### src/rtl/tungsten_pkg.sv
// rtl/tungsten_pkg.sv - shared state encoding and defaults for the tungsten select sequencer
package tungsten_pkg;

    localparam int DEFAULT_DEPTH  = 8;
    localparam int DEFAULT_SETTLE = 2;

    typedef enum logic [1:0] {
        ST_IDLE  = 2'd0,
        ST_DRIVE = 2'd1,
        ST_HOLD  = 2'd2
    } state_t;

endpackage

### src/rtl/tungsten_sequencer_if.sv
// rtl/tungsten_sequencer_if.sv - result stream carrying captured network outputs downstream
interface tungsten_sequencer_if
    import tungsten_pkg::*;
#(
    parameter int AW = $clog2(DEFAULT_DEPTH)
);

    logic          res_valid;
    logic          res_ready;
    logic [7:0]    res_data;
    logic [AW-1:0] res_idx;

    modport master (output res_valid, output res_data, output res_idx, input res_ready);
    modport slave  (input res_valid, input res_data, input res_idx, output res_ready);

endinterface

### src/rtl/tungsten_prog_ram.sv
// rtl/tungsten_prog_ram.sv - select-word program store, synchronous write and asynchronous read
module tungsten_prog_ram
    import tungsten_pkg::*;
#(
    parameter int DEPTH = DEFAULT_DEPTH,
    parameter int AW    = $clog2(DEPTH)
) (
    input  logic          clk,
    input  logic          we,
    input  logic [AW-1:0] waddr,
    input  logic [7:0]    wdata,
    input  logic [AW-1:0] raddr,
    output logic [7:0]    rdata
);

    logic [7:0] mem [DEPTH];

    // Contents are deliberately not reset; the host must load the program before use.
    always_ff @(posedge clk) begin
        if (we) begin
            mem[waddr] <= wdata;
        end
    end

    assign rdata = mem[raddr];

endmodule

### src/rtl/tungsten_sequencer.sv
// rtl/tungsten_sequencer.sv - steps a stored select program through the mux network and streams results
module tungsten_sequencer
    import tungsten_pkg::*;
#(
    parameter int DEPTH  = DEFAULT_DEPTH,
    parameter int SETTLE = DEFAULT_SETTLE,
    parameter int AW     = $clog2(DEPTH)
) (
    input  logic          clk,
    input  logic          rst_n,
    input  logic          prog_we,
    input  logic [AW-1:0] prog_addr,
    input  logic [7:0]    prog_data,
    input  logic [AW:0]   prog_len,
    input  logic          start,
    input  logic          loop,
    input  logic          abort,
    output logic [7:0]    sel,
    input  logic [7:0]    net_out,
    output logic          busy,
    output logic          done,
    tungsten_sequencer_if.master res
);

    localparam int          CW      = (SETTLE > 1) ? $clog2(SETTLE) : 1;
    localparam logic [AW:0] DEPTH_L = (AW + 1)'(DEPTH);
    localparam logic [CW-1:0] CNT_LAST = CW'(SETTLE - 1);

    state_t        state_q, state_d;
    logic [AW-1:0] idx_q;
    logic [CW-1:0] cnt_q;
    logic [AW:0]   len_q;
    logic          loop_q;
    logic [7:0]    data_q;
    logic [AW-1:0] ridx_q;
    logic          done_q;

    logic [7:0]    prog_rd;
    logic [AW:0]   len_clamp;
    logic          settled;
    logic          last;
    logic          load, capture, step, wrap, finish, empty;

    // Program writes are locked out while a sequence is running so the held select stays stable.
    tungsten_prog_ram #(.DEPTH(DEPTH), .AW(AW)) u_prog (
        .clk   (clk),
        .we    (prog_we && !busy),
        .waddr (prog_addr),
        .wdata (prog_data),
        .raddr (idx_q),
        .rdata (prog_rd)
    );

    assign len_clamp = (prog_len > DEPTH_L) ? DEPTH_L : prog_len;
    assign settled   = (cnt_q == CNT_LAST);
    assign last      = ({1'b0, idx_q} == (len_q - 1'b1));

    // State register.
    always_ff @(posedge clk or negedge rst_n) begin
        if (!rst_n) begin
            state_q <= ST_IDLE;
        end else begin
            state_q <= state_d;
        end
    end

    // Next-state, step controls and bus outputs; abort overrides every other transition.
    always_comb begin
        state_d       = state_q;
        load          = 1'b0;
        capture       = 1'b0;
        step          = 1'b0;
        wrap          = 1'b0;
        finish        = 1'b0;
        empty         = 1'b0;
        sel           = 8'h00;
        busy          = 1'b1;
        res.res_valid = 1'b0;
        case (state_q)
            ST_IDLE: begin
                busy = 1'b0;
                if (start && !abort) begin
                    if (len_clamp == '0) begin
                        empty = 1'b1;
                    end else begin
                        load    = 1'b1;
                        state_d = ST_DRIVE;
                    end
                end
            end
            ST_DRIVE: begin
                sel = prog_rd;
                if (abort) begin
                    state_d = ST_IDLE;
                end else if (settled) begin
                    capture = 1'b1;
                    state_d = ST_HOLD;
                end
            end
            ST_HOLD: begin
                sel           = prog_rd;
                res.res_valid = 1'b1;
                if (abort) begin
                    state_d = ST_IDLE;
                end else if (res.res_ready) begin
                    if (!last) begin
                        step    = 1'b1;
                        state_d = ST_DRIVE;
                    end else if (loop_q) begin
                        wrap    = 1'b1;
                        state_d = ST_DRIVE;
                    end else begin
                        finish  = 1'b1;
                        state_d = ST_IDLE;
                    end
                end
            end
            default: begin
                busy    = 1'b0;
                state_d = ST_IDLE;
            end
        endcase
    end

    // Run parameters, settle/index counters, result register and the completion pulse.
    always_ff @(posedge clk or negedge rst_n) begin
        if (!rst_n) begin
            idx_q  <= '0;
            cnt_q  <= '0;
            len_q  <= '0;
            loop_q <= 1'b0;
            data_q <= 8'h00;
            ridx_q <= '0;
            done_q <= 1'b0;
        end else begin
            done_q <= finish || empty;
            if (state_q == ST_DRIVE) begin
                cnt_q <= settled ? '0 : cnt_q + 1'b1;
            end
            if (load) begin
                len_q  <= len_clamp;
                loop_q <= loop;
                idx_q  <= '0;
                cnt_q  <= '0;
            end
            if (capture) begin
                data_q <= net_out;
                ridx_q <= idx_q;
            end
            if (step) begin
                idx_q <= idx_q + 1'b1;
            end
            if (wrap) begin
                idx_q <= '0;
            end
        end
    end

    assign res.res_data = data_q;
    assign res.res_idx  = ridx_q;
    assign done         = done_q;

endmodule

### src/flat_wrapper.sv
// flat-port wrapper written by rule: the top's interface ports become plain ports
module tungsten_sequencer_flat import tungsten_pkg::*;
#(
    parameter int DEPTH  = DEFAULT_DEPTH,
    parameter int SETTLE = DEFAULT_SETTLE,
    parameter int AW     = $clog2(DEPTH)
)
  (clk, rst_n, prog_we, prog_addr, prog_data, prog_len, start, loop, abort, sel, net_out, busy, done, res_res_valid, res_res_data, res_res_idx, res_res_ready);
  tungsten_sequencer_if #(.AW(AW)) res_i ();
  input  logic clk;
  input  logic rst_n;
  input  logic prog_we;
  input  logic [AW-1:0] prog_addr;
  input  logic [7:0] prog_data;
  input  logic [AW:0] prog_len;
  input  logic start;
  input  logic loop;
  input  logic abort;
  output logic [7:0] sel;
  input  logic [7:0] net_out;
  output logic busy;
  output logic done;
  output wire logic [$bits(res_i.res_valid)-1:0] res_res_valid;
  output wire logic [$bits(res_i.res_data)-1:0] res_res_data;
  output wire logic [$bits(res_i.res_idx)-1:0] res_res_idx;
  input wire logic [$bits(res_i.res_ready)-1:0] res_res_ready;
  assign res_res_valid = res_i.res_valid;
  assign res_res_data = res_i.res_data;
  assign res_res_idx = res_i.res_idx;
  assign res_i.res_ready = res_res_ready;
  tungsten_sequencer #(.DEPTH(DEPTH), .SETTLE(SETTLE), .AW(AW)) u_core (.clk(clk), .rst_n(rst_n), .prog_we(prog_we), .prog_addr(prog_addr), .prog_data(prog_data), .prog_len(prog_len), .start(start), .loop(loop), .abort(abort), .sel(sel), .net_out(net_out), .busy(busy), .done(done), .res(res_i));
endmodule
### config.mk
export PLATFORM = sky130hd
export DESIGN_NAME = tungsten_sequencer_flat
export DESIGN_NICKNAME = d
export VERILOG_FILES = /design/src/rtl/tungsten_pkg.sv /design/src/rtl/tungsten_sequencer_if.sv /design/src/rtl/tungsten_prog_ram.sv /design/src/rtl/tungsten_sequencer.sv /design/src/flat_wrapper.sv
export SDC_FILE = /design/constraint.sdc
export NUM_CORES = 1
export LEC_CHECK = 0
export CAP_MARGIN = 20
export CORE_MARGIN = 2
export CORE_UTILIZATION = 54
export DETAILED_ROUTE_END_ITERATION = 6
export GPL_TIMING_DRIVEN = 0
export PLACE_DENSITY = 0.84
export SYNTH_ARGS = -nofsm -noshare
export SYNTH_HDL_FRONTEND = slang
export SYNTH_HIERARCHICAL = 1
export SYNTH_SLANG_ARGS = --single-unit
### constraint.sdc
create_clock -name clk -period 2.65 [get_ports clk]
set_input_delay 0.3975 -clock clk [delete_from_list [all_inputs] [get_ports clk]]
set_output_delay 0.3975 -clock clk [all_outputs]
set_load 0.05 [all_outputs]
# Yosys cells after proc, flatten, opt, wreduce, memory -nomap -nowiden
# Memory sizes are Yosys's and may differ from the RTL's.
# Cells that the tools add are included.
[totals]
reg_bits = 23
latchBits = 0
ram_bits = 64
mem_bits_ro = 0
in_bits = 30
output_inout_bits = 22
wordCells = 75
mem_count = 1
[mem_list]
columns = ["memory", "depth", "word_bits", "read_ports", "rd_ports_with_merged_regs", "wr", "line_no", "source"]
rows = [
  ["u_core.u_prog.mem", 8, 8, 1, 0, 1, "tungsten_prog_ram.sv:16", "logic [7:0] mem [DEPTH];"],
]
[classes]
add_sub_neg = 3
mul = 0
n_div = 0
magnitude_cmp = 1
eq_ne = 7
shifts = 0
n_mux = 44
bitwise_logic = 0
n_reduce_logical = 11
[ops]
columns = ["cell", "count"]
rows = [
  ["1-bit 2-to-1 mux", 31],
  ["2-bit 2-to-1 mux", 7],
  ["3-bit 2-to-1 mux", 3],
  ["8-bit 2-to-1 mux", 1],
  ["2-bit case mux with 3 select lines", 1],
  ["3-bit by 4-bit equality test with 1-bit output", 1],
  ["4-bit > comparator (second input constant)", 1],
  ["4-bit logical NOT", 1],
  ["4-bit 2-to-1 mux", 1],
  ["4-bit AND reduction", 1],
  ["4-bit by 1-bit subtractor with 4-bit output (second input constant)", 1],
  ["3-bit by 1-bit adder with 3-bit output (second input constant)", 1],
  ["3-bit by 2-bit != test with 1-bit output (second input constant)", 1],
  ["3-bit != test (second input constant)", 1],
  ["3-bit nonzero test", 1],
  ["2-bit by 1-bit equality test with 1-bit output (second input constant)", 1],
  ["2-bit equality test (second input constant)", 1],
  ["1-bit logical AND", 2],
  ["1-bit logical NOT", 2],
  ["2-bit logical NOT", 1],
  ["2-bit by 1-bit != test with 1-bit output (second input constant)", 1],
  ["2-bit != test (second input constant)", 1],
  ["2-bit nonzero test", 1],
  ["2-bit OR reduction", 1],
  ["2 further kinds", 2],
]

# Logic depth before layout (Yosys ltp)
[depth]
ltp_word = 9
ltp_mapped = 6
mapped_depth_nobuf = 6

# Modules after synthesis
# The synthesis kept the hierarchy.
[by_module_without_submodules]
columns = ["mod", "instances", "cells_per_inst", "area_each_um2", "seq_area_each_um2"]
rows = [
  ["tungsten_prog_ram", 1, 106, 2531.2, 1921.8],
  ["tungsten_sequencer", 1, 106, 1244.9, 575.6],
]

# Least setup slack after synthesis
# No wires, ideal clock.
[synth_path]
kind = "flip-flop to flip-flop"
startpoint = "register u_core.state_q[0]"
endpoint = "memory u_core.u_prog.mem[0][0] (enable)"
setup_ns = 0.383
arrival_ns = 1.911
required_time_ns = 2.267
slack_ns = 0.355
path_stages_with_launch = 6
n_path_buf = 0
synth_period_minus_slack_ns = 2.295
cell_sequence = "dfrtp_1 inv_1 ha_1 nor2b_1 nand2b_1 nor3_1"
[synth_via]
elab_chain_cells = 7
elab_cells_between_ends = 8
classes_between = "eq/ne: 2; mux: 3; reduce/logical: 3"
[synth_lines]
columns = ["item", "line_no", "source"]
rows = [
  ["from (decl)", "tungsten_sequencer.sv:29", "state_t state_q, state_d;"],
  ["from (signal assigned)", "tungsten_sequencer.sv:63", "state_q <= state_d;"],
  ["2-bit equality test or 2-bit by 1-bit equality test with 1-bit output (tied branches)", "tungsten_sequencer.sv:79", "case (state_q)"],
  ["2-bit OR reduction (no source line) *", "n/a", ""],
  ["1-bit 2-to-1 mux *", "tungsten_sequencer.sv:79", ""],
  ["net busy", "flat_wrapper.sv:21", "output logic busy;"],
  ["1-bit logical NOT *", "tungsten_sequencer.sv:47", ".we (prog_we && !busy),"],
  ["1-bit logical AND *", "tungsten_sequencer.sv:47", ""],
  ["1-bit 2-to-1 mux *", "tungsten_prog_ram.sv:20", "if (we) begin"],
  ["1-bit 2-to-1 mux (implied by the code) *", "tungsten_prog_ram.sv:21", "mem[waddr] <= wdata;"],
  ["to (decl)", "tungsten_prog_ram.sv:16", ""],
]
# Mark *: on every way through the listed nets, which the timed path passes. The rest lies on a longest branch.

# Worst setup path after layout
[layout_path]
startpoint = "register u_core.idx_q[0]"
endpoint = "output port sel[4]"
[layout_via]
elab_chain_cells = 2
[layout_lines]
columns = ["item", "line_no", "source"]
rows = [
  ["from (decl)", "tungsten_sequencer.sv:30", "logic [AW-1:0] idx_q;"],
  ["from (signal assigned)", "tungsten_sequencer.sv:151", "idx_q <= idx_q + 1'b1;"],
  ["memory read 8 x 8 bit", "n/a", ""],
  ["net u_core.prog_rd[4]", "tungsten_sequencer.sv:38", "logic [7:0] prog_rd;"],
  ["8-bit 2-to-1 mux", "tungsten_sequencer.sv:79", ""],
  ["to (decl)", "flat_wrapper.sv:19", "output logic [7:0] sel;"],
]
# The timed path passes the listed nets, and every way through them passes these cells.

==> summary.txt <==
STA
  – Worst rel slew slack: 38.90%
  – Fin. max-slew vios: 0
  – Setup WS post-layout: 0.06686 ns
  – Worst-margin pin slew: 0.9131 ns
  – Final Hold Viols: 0
  – Post-layout min period: 2.583 ns
  – Final period util: 97.48%
  – Setup_tns: 0 ns
  – Setup violations, final: 0
  – Hold slack: 0.2786 ns
  – Highest Clock Rate: 387.1 MHz
  – Final Skew: 0.006183 ns

Worst setup path
  – Kind of critical path: reg2out
  – Launching point of the worst reg2reg path: u_core/state_q[0]
  – Worst-path fanout max: 10
  – Worst setup startpoint: u_core/idx_q[0]
  – Crit path capture type: output pin
  – Max incr delay on CP: 0.55 ns
  – Startpoint Class: register
  – Crit path cell chain: buf_8 > buf_12 > mux4_1 > mux2_2 > and2_1 > buf_4
  – Data arrival, critical path: 2.19 ns
  – Slowest cell on crit path: mux4_1
  – Data required, critical path: 2.25 ns

Die
  – Chip Width: 87.63 µm
  – DIE HEIGHT: 87.63 µm
  – Core area: 0.006794 mm²
  – Die area: 0.007678 mm²
  – Initial core utilization: 55.58%
  – I/O pin cnt: 52
  – # rows: 30

Logic synthesis
  – #FFs+latches synth: 87
  – Yosys warnings: 6
  – Mux cell area share after synthesis: 17.59%
  – Register area share after synthesis: 66.14%
  – Compound-cell area share of the yosys netlist: 4.771%
  – Ys async rst share: 26.44%
  – Post-synth net total: 248
  – Syn_area_per_cell: 17.81 µm²
  – Post-Synth Simple-Gate Area: 6.130%
  – Yosys cell types: 41
  – Largest family of logic cells by synthesized area: multiplexers
  – XOR/XNOR Fraction of Synth Area: 1.325%
  – Mapped cell area: 0.003776 mm²
  – Post-Synth Adder-Cell Area: 1.988%
  – Top FF cell, synth: edfxtp_1
  – Number of synthesized flops with an enable pin: 64
  – Cells after Synth: 212

Final layout
  – Layout Utilization: 68.93%
  – Final #Nets: 317
  – Commonest non-fill, non-tap cell in the layout: edfxtp_1
  – Finished Cell Area: 0.004683 mm²
  – Layout area overhead: 24.02%
  – Commonest non-fill, non-tap cells in the layout: 64 x edfxtp_1, 42 x clkdlybuf4s50_1, 22 x mux2_2, 21 x dfrtp_1, 14 x mux4_1
  – # diodes: 0
  – Non-Filler Instances: 382
  – Layout cell share with drive strength beyond 1: 22.03%

Clock tree
  – CTS tree: built
  – Inserted Clock Buffers: 9
  – Clk root buf: clkbuf_8
  – Clock Sinks: 87
  – Max clock buf depth: 2
  – Clock latency on the worst-skew pair: 0.35 ns
  – Clock slew at reported path FFs: 0.09 ns
  – Htree depth: 3
  – CTS Hold Bufs: 0

Drt
  – DRC errors left: 0
  – TritonRoute pass-1 iters: 4
  – ANT nets after route: 0
  – Vias/cell: 5.518
  – Routed wire length: 6880 µm
  – DRT iter0 DRCs: 162
  – WL/cell: 18.01 µm
  – Via count: 2108

Place
  – IO Port Bufs: 51
  – RD Place Congestion: 0.7661
  – Place WS: -0.3721 ns
  – Detail Placement HPWL: 4595 µm
  – Area after DPL: 0.004417 mm²
  – Placed insts: 360

Pwr
  – Switching share of power: 36.57%
  – Clock network power share: 20.9%
  – Internal: 2.967 mW
  – Comb power frac: 41.4%
  – Pleak: 1.720 nW
  – Total power draw: 4.678 mW
  – Psw: 1.711 mW
  – Power per cell area: 998.9 mW/mm²
  – Part of the power in registers: 37.7%
  – Worst vdd ir: 488.3 µV

Hold path
  – Hold Path Class: in2async

GRT
  – Vias in the first global route: 2053
  – Initial antenna violation count: 0
  – Largest net degree at the start of global routing: 24
  – Total GRT Usage: 18.97%
  – First-pass GRT wire length: 10350 µm
  – Global route overflow: 0

Outcome
  – Status: finished clean

Job
  – Max Cap Viol: 0
==> worst paths after layout <==
| kind | to | slack, ns | depth (start not counted) |
|---|---|---|---|
| hold reg to reg | u_core/res.res_data[2] | 0.51 | 1 |
| setup reg to reg | u_core/u_prog/mem[0][3] | 0.16 | 6 |
| max in group asynchronous | u_core/idx_q[2] | 1.97 | 2 |
| hold / removal | u_core/len_q[1] | 0.28 | 1 |
| min in group clk | u_core/res.res_data[2] | 0.51 | 1 |
| setup / recovery | sel[4] | 0.07 | 6 |
==> power groups by stage <==
stage,logic [mW],clock network (mW),registers [mW]
6_report,1.94,0.978,1.76
5_1_grt,2.06,1.05,1.78
4_1_cts,1.88,1.00,1.76
3_5_place_dp,1.92,0,1.80
3_3_place_gp,1.89,0,1.78
2_1_floorplan,1.11,0,2.02
==> worst max-delay path: cells and delay by family, from the launching register on <==
| kind | cells | cell delay (ns) |
|---|---|---|
| DFF | 1 | 0.39 |
| buffers and inverters | 3 | 0.46 |
| muxes | 2 | 0.82 |
| and+or+nand+nor | 1 | 0.16 |
==> logic make-up (layout without fill, tap and decap cells) <==
kind of cell / after synthesis / in the layout
AOI/OAI and AO/OA: 24 / 24
xor gates and xnor gates: 4 / 4
adders and majority gates: 6 / 6
buffers and inverters: 14 / 88
DFF: 87 / 87
muxes: 38 / 38
and+or+nand+nor: 39 / 39
==> area by class of cell <==
type | count | area, µm²
Inverter | 8 | 30.03
Buffer | 5 | 50.05
Sequential cell | 87 | 2500
Multi-Input combinational cell | 111 | 1202
Fill cell | 462 | 2111
Timing Repair Buffer | 59 | 569.3
Tap cell | 96 | 120.1
Clock inverter | 7 | 87.58
Clock buffer | 9 | 123.9
==> synth_stat cells (all sizes together), types with 3 or more instances <==
| cell type | instances | area (µm²) |
|---|---|---|
| buf | 4 | 40.03 |
| mux2 | 22 | 247.7 |
| edfxtp | 64 | 1922 |
| xor2 | 3 | 26.28 |
| o21ai | 5 | 25.02 |
| inv | 8 | 30.03 |
| nand3b | 4 | 30.03 |
| ha | 6 | 75.07 |
| nand2b | 8 | 50.05 |
| dfrtp | 23 | 575.6 |
| nand2 | 3 | 11.26 |
| a21oi | 3 | 15.01 |
| nor2 | 7 | 26.28 |
| mux4 | 16 | 416.7 |
| and2 | 8 | 50.05 |
==> sequential cells by signal, summed over array words and instances, names as in the netlist <==
name	cells
u_core/cnt_q	1
u_core/done	1
u_core/idx_q	3
u_core/len_q	4
u_core/loop_q	1
u_core/res.res_data	8
u_core/res.res_idx	3
u_core/state_q	2
u_core/u_prog/mem	64
==> routing by layer <==
metal / global-route usage [%] / wire (µm) / up-vias
met3: 4.336 / 311 / 15
met1: 24.21 / 2892 / 1053
li1: - / - / 978
met2: 29.96 / 3523 / 62
met5: 0 / 0 / -
met4: 11.19 / 153 / 0
==> repair_timing <==
item                                   in CTS  in global routing
pin swaps                                   0                  0
setup endpoints to repair                   9                  8
resized for setup                          48                  9
endpoints found under the hold margin       0                  0
buffers inserted                            1                  5
(Power assumes the default switching activity.)
